`src/rtl/i2c_sym_tx.sv`:
```
// i2c_sym_tx: symbol-level I2C bus driver.
// Takes one command symbol per handshake (START, bit 1, bit 0, STOP) and drives
// the open-drain SCL/SDA output-enables through four quarter periods.
// Honours SCL clock stretching in the second quarter and samples SDA on data
// bits so the byte layer can read ACK and data.
module i2c_sym_tx #(
   parameter int QUARTER_DIV = 250,
   parameter int CNT_W       = 16
) (
   input  logic       clock,
   input  logic       rst_n,
   input  logic       enable,
   input  logic [2:0] cmd_data,
   input  logic       cmd_valid,
   output logic       cmd_ready,
   input  logic       scl_i,
   input  logic       sda_i,
   output logic       scl_oe,
   output logic       sda_oe,
   output logic       busy,
   output logic       sym_done,
   output logic       rx_bit,
   output logic       rx_bit_valid,
   output logic       arb_lost,
   output logic       cmd_err
);

   typedef enum logic [2:0] {IDLE, Q0, Q1, Q2, Q3, ERR} state_t;

   localparam logic [2:0] SYM_START = 3'd1;
   localparam logic [2:0] SYM_ONE   = 3'd2;
   localparam logic [2:0] SYM_ZERO  = 3'd3;
   localparam logic [2:0] SYM_STOP  = 3'd4;
   localparam logic [CNT_W-1:0] CNT_LAST = CNT_W'(QUARTER_DIV - 1);

   state_t           state_q, state_d;
   logic [CNT_W-1:0] cnt_q, cnt_d;
   logic [2:0]       sym_q, sym_d;
   logic             sclMeta_q, sclS_q, sdaMeta_q, sdaS_q;
   logic             sclOe_q, sclOe_d, sdaOe_q, sdaOe_d;
   logic             symDone_q, symDone_d;
   logic             rxBit_q, rxBit_d;
   logic             rxBitValid_q, rxBitValid_d;
   logic             arbLost_q, arbLost_d;
   logic             accept, validCode, quarterEnd, symIsBit;

   assign cmd_ready    = (state_q == IDLE) && enable;
   assign accept       = cmd_valid && cmd_ready;
   assign validCode    = (cmd_data >= SYM_START) && (cmd_data <= SYM_STOP);
   assign quarterEnd   = (cnt_q == CNT_LAST);
   assign symIsBit     = (sym_q == SYM_ONE) || (sym_q == SYM_ZERO);
   assign busy         = (state_q == Q0) || (state_q == Q1) || (state_q == Q2) || (state_q == Q3);
   assign cmd_err      = (state_q == ERR);
   assign scl_oe       = sclOe_q;
   assign sda_oe       = sdaOe_q;
   assign sym_done     = symDone_q;
   assign rx_bit       = rxBit_q;
   assign rx_bit_valid = rxBitValid_q;
   assign arb_lost     = arbLost_q;

   // Two-flop synchronisers for the asynchronous pad inputs; idle bus reads high
   always_ff @(posedge clock) begin
      if (!rst_n) begin
         sclMeta_q <= 1'b1;
         sclS_q    <= 1'b1;
         sdaMeta_q <= 1'b1;
         sdaS_q    <= 1'b1;
      end else begin
         sclMeta_q <= scl_i;
         sclS_q    <= sclMeta_q;
         sdaMeta_q <= sda_i;
         sdaS_q    <= sdaMeta_q;
      end
   end

   // State, quarter counter, latched symbol and registered outputs
   always_ff @(posedge clock) begin
      if (!rst_n) begin
         state_q      <= IDLE;
         cnt_q        <= '0;
         sym_q        <= '0;
         sclOe_q      <= 1'b0;
         sdaOe_q      <= 1'b0;
         symDone_q    <= 1'b0;
         rxBit_q      <= 1'b0;
         rxBitValid_q <= 1'b0;
         arbLost_q    <= 1'b0;
      end else begin
         state_q      <= state_d;
         cnt_q        <= cnt_d;
         sym_q        <= sym_d;
         sclOe_q      <= sclOe_d;
         sdaOe_q      <= sdaOe_d;
         symDone_q    <= symDone_d;
         rxBit_q      <= rxBit_d;
         rxBitValid_q <= rxBitValid_d;
         arbLost_q    <= arbLost_d;
      end
   end

   // Quarter sequencing; the second quarter only counts while SCL is really high
   always_comb begin
      state_d = state_q;
      cnt_d   = cnt_q;
      sym_d   = sym_q;
      case (state_q)
         IDLE: begin
            if (accept) begin
               sym_d   = cmd_data;
               cnt_d   = '0;
               state_d = validCode ? Q0 : ERR;
            end
         end
         Q0, Q2, Q3: begin
            if (quarterEnd) begin
               cnt_d = '0;
               case (state_q)
                  Q0:      state_d = Q1;
                  Q2:      state_d = Q3;
                  default: state_d = IDLE;
               endcase
            end else begin
               cnt_d = cnt_q + 1'b1;
            end
         end
         Q1: begin
            if (!sclS_q) begin
               cnt_d = '0;
            end else if (quarterEnd) begin
               cnt_d   = '0;
               state_d = Q2;
            end else begin
               cnt_d = cnt_q + 1'b1;
            end
         end
         default: state_d = IDLE;
      endcase
   end

   // Line levels for the upcoming quarter, SDA sampling and status pulses
   always_comb begin
      sclOe_d      = sclOe_q;
      sdaOe_d      = sdaOe_q;
      rxBit_d      = rxBit_q;
      rxBitValid_d = 1'b0;
      arbLost_d    = 1'b0;
      symDone_d    = (state_q == Q3) && (state_d == IDLE);
      case (state_d)
         Q0: begin
            if (sym_d == SYM_START) begin
               sdaOe_d = 1'b0;
            end else if (sym_d == SYM_STOP) begin
               sclOe_d = 1'b1;
               sdaOe_d = 1'b1;
            end else begin
               sclOe_d = 1'b1;
               sdaOe_d = (sym_d == SYM_ZERO);
            end
         end
         Q1: sclOe_d = 1'b0;
         Q2: begin
            if (sym_d == SYM_START) sdaOe_d = 1'b1;
            else if (sym_d == SYM_STOP) sdaOe_d = 1'b0;
         end
         Q3: begin
            if (sym_d != SYM_STOP) sclOe_d = 1'b1;
         end
         default: ;
      endcase
      if ((state_q == Q2) && (cnt_q == '0) && symIsBit) begin
         rxBit_d      = sdaS_q;
         rxBitValid_d = 1'b1;
         arbLost_d    = (sym_q == SYM_ONE) && !sdaS_q;
      end
   end

endmodule

```
`config.mk`:
```
export PLATFORM = sky130hd
export DESIGN_NAME = i2c_sym_tx
export DESIGN_NICKNAME = d
export VERILOG_FILES = /design/src/rtl/i2c_sym_tx.sv
export SDC_FILE = /design/constraint.sdc
export NUM_CORES = 1
export LEC_CHECK = 0
export CAP_MARGIN = 40
export CORE_MARGIN = 4
export CORE_UTILIZATION = 47
export CTS_CLUSTER_DIAMETER = 60
export DETAILED_ROUTE_END_ITERATION = 16
export GPL_TIMING_DRIVEN = 0
export PLACE_DENSITY = 0.74
export SLEW_MARGIN = 20
export SYNTH_ARGS = -nofsm -noshare
export SYNTH_HDL_FRONTEND = slang
export SYNTH_SLANG_ARGS = --single-unit
```
`constraint.sdc`:
```
create_clock -name clock -period 2.7 [get_ports clock]
set_input_delay 0.405 -clock clock [delete_from_list [all_inputs] [get_ports clock]]
set_output_delay 0.405 -clock clock [all_outputs]
set_load 0.05 [all_outputs]
```
==> results.json <==
{
  "status": "completed",
  "final_core_util_pct": 58.1,
  "htree_levels": 2,
  "hold_class": "flip-flop to flip-flop",
  "top_register": "cnt_q",
  "reg2reg_from": "cnt_q[10]",
  "reg2reg_depth": 6,
  "synth_top_family_by_area": "simple AND/OR/NAND/NOR gates",
  "post-place-ws_ns": 0.199,
  "slowest_stage": "clkdlybuf4s50_1",
  "drc": 0,
  "ant_nets": 0,
  "coreArea_mm2": 0.00336,
  "tritoncts": "done",
  "p_leak_nw": 0.693,
  "timing.final.crit_share_pct": 91.3,
  "cts_sinks": 32,
  "startpoint": "state_q[0]",
  "critical-path-max-stage-delay_ns": 0.80,
  "drive_gt1_share_pct": 11.8,
  "synthAdderAreaFrac_pct": 2.26,
  "die-area_mm2": 0.00455,
  "first_iter_violations": 76,
  "fin_skew_ns": 0.00651,
  "critPathCaptureType": "primary output",
  "clk_pin_slew_ns": 0.09,
  "synthDistinctLibCells": 43,
  "tightest_slew_ns": 0.507,
  "wl_per_cell_um": 12.4,
  "ir_drop_v": 0.000332,
  "power-per-cell-area_mw_per_mm2": 495,
  "ios": 18,
  "final_cell_area_mm2": 0.00195,
  "cts_resized": 0,
  "grt_start_max_net_pins": 11,
  "rsz0062_at_grt": "false",
  "grt_pass1_vias": 1260,
  "final.min_clock_period_ns": 2.46,
  "die_width_um": 67.4,
  "maxCapViolCount": 0,
  "yosys.area_share.simple_pct": 33.1,
  "n_antenna_cell": 0,
  "n_fill_cell": 323,
  "tns_ns": 0,
  "setup_viol": 0,
  "place_area_mm2": 0.00189,
  "cts_hold_buf": 0,
  "relSlewSlack_pct": 66.2,
  "vias": 1308,
  "p_total_mw": 0.967,
  "crit_type": "flip-flop to primary output",
  "max_clock_freq_mhz": 406,
  "setup_ws_ns": 0.236,
  "cp_max_fo": 9,
  "gp_congestion": 0.853,
  "cts_buffers": 5,
  "syn-num-nets": 199,
  "top_regs": "cnt_q (16), state_q (3), sym_q (3)",
  "num_rows": 21,
  "clockBufferDepth": 2,
  "postCtsSetupBuffers": 0,
  "crit_required_ns": 2.30,
  "ys_ff_latch": 32,
  "firstDrtPassIters": 4,
  "nets": 223,
  "clk-insertion-delay-late_ns": 0.33,
  "syn-cell-area_mm2": 0.00166,
  "hold_depth": 1,
  "muxShareOfSynthArea_pct": 7.16,
  "critPathLaunchType": "flip-flop",
  "syn_avg_cell_area_um2": 8.88,
  "synth_xor_xnor_area_share_pct": 8.44,
  "dieHeight_um": 67.4,
  "syn_inst": 187,
  "synth_ff_type": "dfxtp_1",
  "gr-usage-all-layers_pct": 16.4,
  "synth_compound_area_share_pct": 7.01,
  "start_util_pct": 49.4,
  "largest_reg_flops": 16,
  "area_growth_pct": 17.6,
  "synth-seq-area-share_pct": 38.6,
  "viasPerCell": 5.09,
  "async_reset_ff_share_pct": 0,
  "arrival_ns": 2.06,
  "synth_edf_count": 0,
  "worstPathCellList": "clkbuf_8 -> nor3_2 -> and2_1 -> clkdlybuf4s50_1",
  "hold_viol": 0,
  "drv_slew": 0,
  "root_buffer": "clkbuf_4",
  "grt_pass1_wl_um": 5610,
  "hold_path_startpoint": "sclMeta_q",
  "io_buffer_count": 17,
  "grt_overflow": 0,
  "antenna_found_initial": 0,
  "synth-warning-count": 0,
  "routed_wirelength_um": 3190,
  "dp_hpwl_um": 2360
}
## layer usage
metal / track usage [%] / wire length, µm / up-vias
li1: - / - / 683
met1: 21.6 / 1580 / 601
met2: 25.9 / 1450 / 19
met3: 3.99 / 129 / 5
met4: 6.08 / 35 / 0
met5: 0 / 0 / -
## power breakdown
group,switching (mW),internal (mW),total (mW)
registers,0.0111,0.486,0.497
logic,0.0993,0.0704,0.170
clock network,0.152,0.148,0.300
total,0.263,0.704,0.967
## logic make-up after synthesis
kind of cell,Yosys count
adder cells (fa/ha/maj),3
AND/OR/NAND/NOR,96
AO/OA/AOI/OAI,17
multiplexers,11
buffers and inverters,12
flip-flops,32
XOR/XNOR,16
## worst paths after layout
path                                  end  slack (ns)
worst max-delay path            cmd_ready        0.24
worst min-delay path               sclS_q        0.42
worst max register to register     scl_oe        0.35
worst min register to register     sclS_q        0.42
## cell type report
cell class / instances / area [µm²] / area share (%)
Buffer: 5 / 31.3 / 1.60
Clock buffer: 7 / 65.1 / 3.33
Inverter: 7 / 26.3 / 1.35
Timing Repair Buffer: 17 / 170 / 8.71
Tap cell: 46 / 57.6 / 2.95
Multi-Input combinational cell: 143 / 962 / 49.3
Sequential cell: 32 / 641 / 32.8
## metrics by stage
step | cells | hold slack, ns
6_report | 257 | 0.416
5_1_grt | 257 | 0.441
4_1_cts | 257 | 0.422
3_5_place_dp | 250 | 0.399
3_3_place_gp | 250 | 0.390
2_1_floorplan | 187 | 0.386
## cell usage after synthesis, types with 3 or more instances
| library cell | instances | share of area, % |
|---|---|---|
| mux2_2 | 3 | 2.0 |
| xor2_1 | 5 | 2.6 |
| inv_1 | 7 | 1.6 |
| mux2i_1 | 7 | 4.2 |
| nor3_1 | 7 | 2.1 |
| xnor2_1 | 11 | 5.8 |
| ha_1 | 3 | 2.3 |
| nand2_1 | 14 | 3.2 |
| nor2_1 | 33 | 7.5 |
| nor2b_1 | 6 | 2.3 |
| nand4_1 | 5 | 1.9 |
| nand3_1 | 5 | 1.5 |
| a21oi_1 | 7 | 2.1 |
| nand2b_1 | 6 | 2.3 |
| dfxtp_1 | 32 | 39 |
## placed cells by master, fill, tap and decap left out, types with 2 or more instances in the layout
cell type | netlist | layout
nor2_1 | 33 | 33
dfxtp_1 | 32 | 32
clkdlybuf4s50_1 | 0 | 17
nand2_1 | 14 | 14
xnor2_1 | 11 | 11
inv_1 | 7 | 7
a21oi_1 | 7 | 7
mux2i_1 | 7 | 7
nor3_1 | 7 | 7
nor2b_1 | 6 | 6
nand2b_1 | 6 | 6
nand4_1 | 5 | 5
nand3_1 | 5 | 5
xor2_1 | 5 | 5
clkbuf_4 | 0 | 5
clkbuf_8 | 1 | 3
mux2_2 | 3 | 3
ha_1 | 3 | 3
and2_1 | 2 | 2
o21a_1 | 2 | 2
or4_4 | 2 | 2
or3_1 | 2 | 2
nor4_4 | 2 | 2
clkbuf_1 | 2 | 2
and3_1 | 2 | 2
and4_1 | 2 | 2
## critical path: cells and delay by family, from the launching register on
kind	cells	cell delay, ns
and+or+nand+nor	2	0.47
buffers and inverters	2	0.95
DFF	1	0.31
Note: power is estimated with default switching activity, not from simulation.
==> variant 1 (same flow settings) <==
The parameter `CNT_W` goes from 16 to 18.
--- a/src/rtl/i2c_sym_tx.sv
+++ b/src/rtl/i2c_sym_tx.sv
@@ -6,5 +6,5 @@
 module i2c_sym_tx #(
    parameter int QUARTER_DIV = 250,
-   parameter int CNT_W       = 16
+   parameter int CNT_W       = 18
 ) (
    input  logic       clock,
Check against the original RTL: no difference found for any inputs over 10 cycles, from zero or initial values and one cycle with rst_n low; that may be too few to reach the edited logic, so the function may still have changed.
==> variant 1 against the unedited design <==
Final area grew 11%; clock skew grew 0.0082 ns; area after synthesis grew 11%; power grew 13%; sequential cell count grew 2; final cell count grew 9.7%; wire length grew 23%; setup slack gained 0.066 ns; count of clock-buffer cells in the layout shrank 2; largest power group unchanged.
==> variant 1: results (changes against the unedited design) <==
| Metric | Value |
|---|---|
| Status | completed (unchanged) |
| Largest registers | cnt_q (18), state_q (3), sym_q (3) (was cnt_q (16), state_q (3), sym_q (3)) |
| Clk slew on worst S/H paths | 0.07 ns (was 0.09 ns) |
| Total GRT Usage | 17.1% (was 16.4%) |
| VDD IR-drop max | 391 uV (was 332 uV) |
| Library cells used by synthesis | 55 (was 43) |
| Most instantiated cells after synthesis | dfxtp_1 (34), nor2_1 (30), nand2_1 (17), nand3_1 (11), xor2_1 (10) (was nor2_1 (33), dfxtp_1 (32), nand2_1 (14), xnor2_1 (11)) |
| Compound-Gate Fraction of Synth Area | 13.2% (was 7.01%) |
| Synth Area in Adders | 2.04% (was 2.26%) |
| GR Layer Usage met1 | 23.2% (was 21.6%) |
| Routed wl met2 | 1690 um (was 1450 um) |
| Reg2Reg Depth | 7 (was 6) |
| Total leakage power | 0.000763 uW (was 0.000693 uW) |
| Largest net degree at the start of global routing | 13 (was 11) |
| Seq/Total Area, Yosys | 37.0% (was 38.6%) |
| Avg Vias per Cell | 5.51 (was 5.09) |
| Worst-path fanout max | 10 (was 9) |
| Xor and xnor area share after synthesis | 8.56% (was 8.44%) |
| Dpl cells | 274 (was 250) |
| I/O Buffers | 16 (was 17) |
| Mapped Nets | 222 (was 199) |
| Root buffer cell | clkbuf_8 (was clkbuf_4) |
| DP Wirelength | 2820 um (was 2360 um) |
| Met2 Use GR | 25.5% (was 25.9%) |
| Number of global-route vias before repair | 1431 (was 1260) |
| Clock Latency Late Sink | 0.30 ns (was 0.33 ns) |
| Met3 Use GR | 4.55% (was 3.99%) |
| Fin cells | 282 (was 257) |
| Layout cells sized above 1 | 13.2% (was 11.8%) |
==> variant 1: cell count changes after synthesis, sizes merged, moves of 3 or more <==
cell    before  now
nor2        33   30
xnor2       11    8
o21ai        2    5
nand2       14   18
xor2         5   10
a211oi       0    3
inv          7    4
nand3        5   11
and3         2    6
nor2b        6    1
mux2         4    0
==> variant 1: area by class of cell <==
cell class	count	area, um^2
buffer	6	65.1
clock buffer	5	68.8
clock inverter	3	21.3
fill	352	1560
inverter	5	18.8
multi-input combinational	165	1080
sequential	34	681
tap	48	60.1
timing repair buffer	16	160
==> variant 1: path summary, 6_finish.rpt <==
check / endpoint / from / slack [ns]
hold / removal: sdaS_q / sdaMeta_q / 0.42
setup reg to reg: cnt_q[10] / cnt_q[13] / 0.38
setup / recovery: busy / state_q[0] / 0.30
hold reg to reg: sdaS_q / sdaMeta_q / 0.42
==> variant 1: through the flow <==
step                      utilization (%)  area, um^2
after CTS                            57.9        2150
after global placement               55.5        2060
after floorplan                         -        1840
after detailed placement             55.5        2060
final                                58.1        2160
after global routing                 58.1        2160
==> variant 1: what timing repair did <==
action	4_1_cts	5_1_grt
buffers inserted	0	0
hold buffers	0	0
gates resized for setup	0	1
endpoints found under the setup margin	0	9
==> variant 1: kinds of logic after synthesis <==
logic type                 Yosys count
buffers and inverters               11
adders and majority gates            3
and+or+nand+nor                    107
AOI/OAI and AO/OA                   31
muxes                                6
DFF                                 34
xor gates and xnor gates            18
==> variant 1: worst max-delay path, cell delays in order (launching register included) <==
cell	delay, ns
dfxtp_1	0.36
clkbuf_8	0.18
o21a_1	0.25
nor2_1	0.10
clkdlybuf4s50_1	0.80
==> variant 1: power breakdown <==
| group | switching [uW] | internal [uW] |
|---|---|---|
| clock | 204 | 181 |
| combinational | 103 | 78.6 |
| sequential | 15.0 | 516 |
==> variant 2 (same flow settings) <==
Without the edit above. Reset style: asynchronous (`rst_n`), changed in 2 clocked blocks.
--- a/src/rtl/i2c_sym_tx.sv
+++ b/src/rtl/i2c_sym_tx.sv
@@ -60,5 +60,5 @@
 
    // Two-flop synchronisers for the asynchronous pad inputs; idle bus reads high
-   always_ff @(posedge clock) begin
+   always_ff @(posedge clock or negedge rst_n) begin
       if (!rst_n) begin
          sclMeta_q <= 1'b1;
@@ -75,5 +75,5 @@
 
    // State, quarter counter, latched symbol and registered outputs
-   always_ff @(posedge clock) begin
+   always_ff @(posedge clock or negedge rst_n) begin
       if (!rst_n) begin
          state_q      <= IDLE;
Check against the original RTL: differs if rst_n is asserted again (counterexample within 4 cycles, from zero or initial values and one cycle with rst_n low); with rst_n held inactive, the same outputs for 10 cycles.
==> variant 2 against the unedited design <==
Final area rose by 2.4%; worst hold slack got worse by 0.33 ns; power up 37%; setup slack improved by 0.024 ns; sequential cell count is the same; global-route usage grew 1.0 points; die area is 1.8% higher; largest power group unchanged; combinational power is 76% higher; wire length grew 7.1%; area after synthesis rose by 2.0%; core utilization grew 0.46 points.
==> variant 2: results (changes against the unedited design) <==
| Metric | Value |
|---|---|
| Routability cong. | 0.812 (was 0.853) |
| Clk slew on worst S/H paths | 0.11 ns (was 0.09 ns) |
| Avg Vias per Cell | 5.56 (was 5.09) |
| Final WL | 3420 um (was 3190 um) |
| Met3 Use GR | 6.08% (was 3.99%) |
| Asr flop ratio synth | 100% (was 0%) |
| Status | completed (unchanged) |
| GR Layer Usage met1 | 22.7% (was 21.6%) |
| Mapped Avg Cell Area | 9.41 um^2 (was 8.88 um^2) |
| Synth area leaders | dfrtp_1 (41%), dfstp_2 (6.2%), nor2_1 (5.5%) (was dfxtp_1 (39%), nor2_1 (7.5%), xnor2_1 (5.8%)) |
| Dpl cells | 243 (was 250) |
| P_seq | 665 uW (was 497 uW) |
| Pre-CTS setup slack | 0.154 ns (was 0.199 ns) |
| Skew final | 0.0128 ns (was 0.00651 ns) |
| Global-route wire length before repair | 5920 um (was 5610 um) |
| Rel. slew slack | 53.7% (was 66.2%) |
| Fin cells | 251 (was 257) |
| Mapped Nets | 192 (was 199) |
| Total leakage power | 0.000835 uW (was 0.000693 uW) |
| Sw Share | 33.4% (was 27.2%) |
| DP Wirelength | 2470 um (was 2360 um) |
| Synthesized area | 1690 um^2 (was 1660 um^2) |
| HP Class | in2async (was reg2reg) |
| Comb group | 299 uW (was 170 uW) |
| Layout cells sized above 1 | 12.7% (was 11.8%) |
| Library cells used by synthesis | 47 (was 43) |
| Most instantiated cells after synthesis | dfrtp_1 (28), nor2_1 (25), nand2_1 (18), o21ai_0 (13), inv_1 (12) (was nor2_1 (33), dfxtp_1 (32), nand2_1 (14), xnor2_1 (11)) |
| Final nets | 216 (was 223) |
| Crit-path slowest cell | clkdlybuf4s50_1 (unchanged) |
| Worst EP arrival | 2.04 ns (was 2.06 ns) |
| Met3 routed WL | 147 um (was 129 um) |
| Seq/Total Area, Yosys | 47.6% (was 38.6%) |
| Met2 Use GR | 26.2% (was 25.9%) |
| DP Area | 1920 um^2 (was 1890 um^2) |
| Total GRT Usage | 17.5% (was 16.4%) |
| Routed wl met2 | 1630 um (was 1450 um) |
| DRT iter0 DRCs | 73 (was 76) |
| Wl on met1 | 1560 um (was 1580 um) |
## variant 2: path summary, 6_finish.rpt
kind / startpoint / endpoint / slack (ns) / cells after the start
max in group asynchronous: rst_n / cnt_q[6] / 2.15 / 1
min in group clock: sclMeta_q / sclS_q / 0.36 / 0
setup / recovery: state_q[1] / busy / 0.26 / 4
setup reg to reg: cnt_q[1] / scl_oe / 0.42 / 9
hold / removal: rst_n / rx_bit / 0.09 / 1
hold reg to reg: sclMeta_q / sclS_q / 0.36 / 0
## variant 2: layout make-up
type | instances | area, um^2
Timing Repair Buffer | 17 | 168
Sequential cell | 32 | 806
Inverter | 12 | 45.0
Fill cell | 321 | 1420
Buffer | 5 | 20.0
Multi-Input combinational cell | 131 | 823
Clock inverter | 3 | 42.5
Clock buffer | 5 | 37.5
Tap cell | 46 | 57.6
## variant 2: kinds of logic after synthesis
kind of cell / synth area share [%]
simple gates: 26.4
compound gates: 11.6
mux: 3.25
flops: 47.6
xor+xnor: 5.17
fa+ha+maj: 2.22
buf+inv: 3.84
